`config.mk`:
```
export PLATFORM = sky130hd
export DESIGN_NAME = multicycle_cpu
export DESIGN_NICKNAME = d
export VERILOG_FILES = /design/src/rtl/multicycle_cpu.sv
export SDC_FILE = /design/constraint.sdc
export NUM_CORES = 1
export LEC_CHECK = 0
export BUFFER_PORTS_ARGS = -buffer_cell sky130_fd_sc_hd__buf_2
export CAP_MARGIN = 40
export CORE_MARGIN = 8
export CORE_UTILIZATION = 60
export CTS_BUF_LIST = sky130_fd_sc_hd__clkbuf_2
export DETAILED_ROUTE_END_ITERATION = 16
export GPL_TIMING_DRIVEN = 0
export PLACE_DENSITY_LB_ADDON = 0.12
export SYNTH_ARGS = -nofsm -noshare
export SYNTH_HDL_FRONTEND = slang
export SYNTH_SLANG_ARGS = --single-unit
```
`constraint.sdc`:
```
create_clock -name clock -period 6.25 [get_ports clock]
set_input_delay 0.9375 -clock clock [delete_from_list [all_inputs] [get_ports clock]]
set_output_delay 0.9375 -clock clock [all_outputs]
set_load 0.01 [all_outputs]
```
`src/rtl/multicycle_cpu.sv`:
```
// Multicycle 16-bit-instruction CPU with four DATA_W-bit registers.
// Instruction and data memories use a req/ready handshake.
module multicycle_cpu #(
    parameter int                DATA_W   = 16,
    parameter int                ADDR_W   = 16,
    parameter logic [ADDR_W-1:0] RESET_PC = '0
) (
    input  logic              clock,
    input  logic              reset,
    output logic              imem_req,
    output logic [ADDR_W-1:0] imem_addr,
    input  logic [15:0]       imem_rdata,
    input  logic              imem_ready,
    output logic              dmem_req,
    output logic              dmem_we,
    output logic [ADDR_W-1:0] dmem_addr,
    output logic [DATA_W-1:0] dmem_wdata,
    input  logic [DATA_W-1:0] dmem_rdata,
    input  logic              dmem_ready,
    output logic [ADDR_W-1:0] pc,
    output logic              retire,
    output logic              halted
);
    typedef enum logic [2:0] {
        S_FETCH,
        S_DECODE,
        S_EXEC,
        S_MEM,
        S_WB,
        S_HALT
    } state_t;

    state_t            r_state;
    state_t            w_next;
    logic [ADDR_W-1:0] r_pc;
    logic [15:0]       r_ir;
    logic [DATA_W-1:0] r_a;
    logic [DATA_W-1:0] r_b;
    logic [DATA_W-1:0] r_alu;
    logic [DATA_W-1:0] r_mdr;
    logic [DATA_W-1:0] r_regs [4];

    logic [3:0]        w_op;
    logic [1:0]        w_rs;
    logic [1:0]        w_rt;
    logic [1:0]        w_rd;
    logic [1:0]        w_dst;
    logic              w_halt;
    logic              w_rtype;
    logic              w_addi;
    logic              w_lw;
    logic              w_sw;
    logic              w_beq;
    logic              w_bne;
    logic              w_taken;
    logic [DATA_W-1:0] w_imm;
    logic [DATA_W-1:0] w_sub;
    logic [DATA_W-1:0] w_alu;
    logic [DATA_W-1:0] w_rs_val;
    logic [DATA_W-1:0] w_rt_val;
    logic [DATA_W-1:0] w_wb_val;
    logic [ADDR_W-1:0] w_boff;

    assign w_op    = r_ir[15:12];
    assign w_rs    = r_ir[11:10];
    assign w_rt    = r_ir[9:8];
    assign w_rd    = r_ir[7:6];
    assign w_halt  = (r_ir == 16'hFFFF);
    assign w_rtype = (w_op <= 4'h6);
    assign w_addi  = (w_op == 4'h7);
    assign w_lw    = (w_op == 4'h8);
    assign w_sw    = (w_op == 4'h9);
    assign w_beq   = (w_op == 4'hA);
    assign w_bne   = (w_op == 4'hB);
    assign w_taken = (w_beq && (r_a == r_b)) || (w_bne && (r_a != r_b));
    assign w_imm   = {{(DATA_W-8){r_ir[7]}}, r_ir[7:0]};
    assign w_boff  = {{(ADDR_W-9){r_ir[7]}}, r_ir[7:0], 1'b0};
    assign w_sub   = r_a - r_b;

    // r0 is never written, but force the read anyway so it is zero by construction
    assign w_rs_val = (w_rs == 2'd0) ? '0 : r_regs[w_rs];
    assign w_rt_val = (w_rt == 2'd0) ? '0 : r_regs[w_rt];
    assign w_dst    = (w_addi || w_lw) ? w_rt : w_rd;
    assign w_wb_val = w_lw ? r_mdr : r_alu;

    always_comb begin
        w_alu = r_a + w_imm;
        case (w_op)
            4'h0:    w_alu = r_a + r_b;
            4'h1:    w_alu = w_sub;
            4'h2:    w_alu = r_a & r_b;
            4'h3:    w_alu = r_a | r_b;
            4'h4:    w_alu = ~(r_a | r_b);
            4'h5:    w_alu = ~(r_a & r_b);
            4'h6:    w_alu = {{(DATA_W-1){1'b0}}, w_sub[DATA_W-1]};
            default: ;
        endcase
    end

    always_comb begin
        w_next   = r_state;
        imem_req = 1'b0;
        dmem_req = 1'b0;
        dmem_we  = 1'b0;
        retire   = 1'b0;
        halted   = 1'b0;
        case (r_state)
            S_FETCH: begin
                imem_req = !reset;
                if (imem_ready) w_next = S_DECODE;
            end
            S_DECODE: begin
                if (w_halt) begin
                    w_next = S_HALT;
                    retire = 1'b1;
                end else begin
                    w_next = S_EXEC;
                end
            end
            S_EXEC: begin
                if (w_rtype || w_addi) begin
                    w_next = S_WB;
                end else if (w_lw || w_sw) begin
                    w_next = S_MEM;
                end else begin
                    w_next = S_FETCH;
                    retire = 1'b1;
                end
            end
            S_MEM: begin
                dmem_req = 1'b1;
                dmem_we  = w_sw;
                if (dmem_ready) begin
                    w_next = w_lw ? S_WB : S_FETCH;
                    retire = w_sw;
                end
            end
            S_WB: begin
                retire = 1'b1;
                w_next = S_FETCH;
            end
            S_HALT:  halted = 1'b1;
            default: w_next = S_FETCH;
        endcase
    end

    always_ff @(posedge clock or posedge reset) begin
        if (reset) begin
            r_state <= S_FETCH;
            r_pc    <= RESET_PC;
            r_ir    <= '0;
            r_a     <= '0;
            r_b     <= '0;
            r_alu   <= '0;
            r_mdr   <= '0;
        end else begin
            r_state <= w_next;
            case (r_state)
                S_FETCH: begin
                    if (imem_ready) begin
                        r_ir <= imem_rdata;
                        r_pc <= r_pc + ADDR_W'(2);
                    end
                end
                S_DECODE: begin
                    r_a <= w_rs_val;
                    r_b <= w_rt_val;
                end
                S_EXEC: begin
                    r_alu <= w_alu;
                    // pc already points past the branch
                    if (w_taken) r_pc <= r_pc + w_boff;
                end
                S_MEM: begin
                    if (dmem_ready && w_lw) r_mdr <= dmem_rdata;
                end
                default: ;
            endcase
        end
    end

    always_ff @(posedge clock or posedge reset) begin
        if (reset) begin
            for (int i = 0; i < 4; i++) r_regs[i] <= '0;
        end else if (r_state == S_WB && w_dst != 2'd0) begin
            r_regs[w_dst] <= w_wb_val;
        end
    end

    assign imem_addr  = r_pc;
    assign pc         = r_pc;
    assign dmem_addr  = ADDR_W'(r_alu);
    assign dmem_wdata = r_b;
endmodule
```
==> summary.md <==
| Metric | Value |
|---|---|
| Residual DRC count | 0 |
| Cell Rows | 47 |
| Post-CTS resize count | 0 |
| Nets | approximately 1400 |
| Synth async-reset ratio | 1.00 |
| Clock slew at reported path FFs | about 0.26 ns |
| Placed instance count | 1479 |
| Worst EP required | 6.87 ns |
| IO buf count | between 100 and 150 |
| Yosys warnings | 0 |
| Worst Path Max Fanout | 10 |
| Later-pin clock latency in the skew report | between 0.7 and 0.8 ns |
| RePlAce Congestion | between 0.9 and 1 |
| Post-Syn Area | 10100 sq um |
| Skew final | around 0.045 ns |
| ANT nets after route | 0 |
| Worst slew pin tran | about 0.84 ns |
| R2R depth | 14 |
| Total track usage | 0.285 |
| Largest cells by area after synthesis | dfrtp_1 (36%), ha_1 (9.5%), mux2_2 (6.2%), nand2_1 (5.9%), o21ai_0 (4.9%) |
| Power Density | roughly 630 nW/um^2 |
| Reg2reg start | r_ir[14]$_DFFE_PP0P_ |
| Minimum clock period | 4.40 ns |
| CTS Hold Bufs | 0 |
| Post-DR vias/cell | 6.15 |
| Die area | 21200 sq um |
| Main synth FF type | dfrtp_1 |
| HPWL Detailed | roughly 23 mm |
| Hold crit path type | input pin to async pin |
| Number of synthesized flops with an enable pin | 0 |
| Vias in the first global route | between 9000 and 10000 |
| Total clock sinks | approximately 150 |
| Final hold vios | 0 |
| RSZ-0062 raised after global routing | false |
| Final Cycle Share | 0.704 |
| Die H | 145 um |
| Pins Over Slew Limit | 0 |
| CTS H-tree lvls | 4 |
| Global-route wire length before repair | 48.2 mm |
| Yosys top cell by area | dfrtp_1 |
| Max-cap viol count | 0 |
| Initial core utilization | 0.611 |
| Flop2flop setup slack | between 1.5 and 2 ns |
| Count leader, synth | nand2_1 |
| WL final | 30.7 mm |
| Worst IR Drop VDD | 0.242 mV |
| Register area share after synthesis | 0.363 |
| Die W | around 150 um |
| Largest net degree at the start of global routing | 81 |
| R2r endpoint | dmem_addr[12]$_DFFE_PP0N_ |
| Slew HR | 0.433 |
| Avg Cell Area, Syn | between 8 and 9 sq um |
| Grt total ovfl | 0 |
| Initial antenna violation count | 1 |
| # fillers | 1403 |
| TritonCTS Buffers | 17 |
| DRT Pass-1 Iters | 6 |
| Synth top area share | 0.363 |
| Setup crit start | r_ir[14]$_DFFE_PP0P_ |
| 1st-iter DRT viols | between 800 and 900 |
| Post CTS Setup Buffer Count | 0 |
| Fmax | around 0.23 GHz |
| Synth Instances | about 1200 |
| # setup viols final | 0 |
| WL/cell | between 20 and 25 um |
| Leak Pwr | approximately 5.3 nW |
| Synth Register Bits | between 100 and 150 |
| Unique masters post-synth | 77 |
| Post-synth top cells | nand2_1 (158), dfrtp_1 (146), o21ai_0 (99), nor2_1 (80), ha_1 (76) |
| I/O pin cnt | 105 |
| Crit start category | register |
| Synth-to-Final Area Change | 11.3% |
| Post-route insts no fill | ~1500 |
| CTS tree | done |
| Root Buffer | clkbuf_2 |
| Via Count | approximately 9300 |
| Share of layout cells above drive strength 1 | 0.176 |
| CORE AREA | 16500 sq um |
| CP endpoint kind | register |
| CP arrival | approximately 5 ns |
| Setup Crit Path Kind | register to register |
| Final Power | about 7 mW |
| Crit path to | dmem_addr[12]$_DFFE_PP0N_ |
| Worst-case clock buffer depth | 2 |
| Status | finished clean |
worst max-delay path, stage by stage (launching register included):
cell	delay, ns
dfrtp_1	0.44
clkbuf_1	0.23
nor4_2	0.42
buf_4	0.26
clkbuf_1	0.41
mux2_2	0.41
ha_1	0.22
fa_1	0.44
a211oi_1	0.27
nor2_1	0.14
o211ai_1	0.30
and3_1	0.28
a2111oi_0	0.12
a211oi_1	0.22
a31oi_1	0.11
placed cells by master (no fill, tap or decap), drive strengths merged, types with 13 or more instances in the layout:
| cell | instances |
|---|---|
| o22ai | 13 |
| buf | 130 |
| inv | 65 |
| mux2i | 18 |
| mux2 | 57 |
| xnor2 | 20 |
| nor3 | 18 |
| a22oi | 32 |
| ha | 76 |
| dfrtp | 146 |
| a21oi | 71 |
| o21ai | 119 |
| nor2 | 80 |
| clkbuf | 76 |
| nand2 | 158 |
layer usage:
metal	up-vias	wire, um	GRT usage
met4	0	1010	0.113
met5	-	0	0
met1	4423	12800	0.371
met3	81	2840	0.0681
met2	461	14000	0.451
li1	4324	-	-
state kept, by name, summed over array words and instances, names as in the netlist:
name and count:
dmem_wdata 16, r_state 3, r_regs 48, r_mdr 16, imem_addr 15, r_a 16, r_ir 16, dmem_addr 16
stage by stage:
step / instance area [sq um] / hold WS [ns] / util / worst slack, ns / setup TNS (ns)
floorplan: 10100 / 0.460 / - / 1.39 / 0
global route: 11200 / 0.233 / 0.679 / 1.71 / 0
CTS: 11200 / 0.245 / 0.679 / 1.99 / 0
detailed placement: 10900 / 0.475 / 0.661 / 2.09 / 0
finish: 11200 / 0.211 / 0.679 / 1.85 / 0
global placement: 10800 / 0.473 / 0.659 / -0.420 / -59.32
power by group:
| part | total [mW] | switching [mW] | internal [mW] |
|---|---|---|---|
| clock network | 0.676 | 0.374 | 0.301 |
| registers | 1.90 | 0.546 | 1.35 |
| logic | 4.42 | 2.64 | 1.78 |
| total | 6.99 | 3.56 | 3.43 |
layout make-up:
class,instances,area (sq um),area share
diodes,1,2.50,0.000224
plain buffers,84,383,0.0342
clock buffers,17,85.1,0.00761
clock inverters,13,206,0.0185
inverters,61,234,0.0209
multi-input cells,863,5790,0.518
flip-flops and latches,146,3650,0.327
well taps,220,275,0.0246
repair buffers,105,553,0.0494
how the worst min path moves through the flow:
stage | start | end | slack [ns] | cells past startpoint
after global placement | imem_addr[15]$_DFFE_PP0P_ | imem_addr[15]$_DFFE_PP0P_ | 0.47 | 1
final | reset | dmem_addr[1]$_DFFE_PP0N_ | 0.21 | 2
after global routing | reset | r_ir[13]$_DFFE_PP0P_ | 0.23 | 2
after CTS | reset | r_ir[13]$_DFFE_PP0P_ | 0.24 | 2
after floorplan | r_regs[0]$_DFFE_PP0P_ | r_regs[0]$_DFFE_PP0P_ | 0.46 | 2
after detailed placement | imem_addr[15]$_DFFE_PP0P_ | imem_addr[15]$_DFFE_PP0P_ | 0.47 | 1
kinds of logic after synthesis:
family | count (synthesis) | synth area share
compound gates | 336 | 0.208
xor+xnor | 31 | 0.0270
fa+ha+maj | 79 | 0.101
buf+inv | 145 | 0.0609
flops | 146 | 0.363
mux | 75 | 0.0818
other cells | 1 | 0.000373
simple gates | 340 | 0.158
No activity file was read; power rests on OpenSTA's default activity.
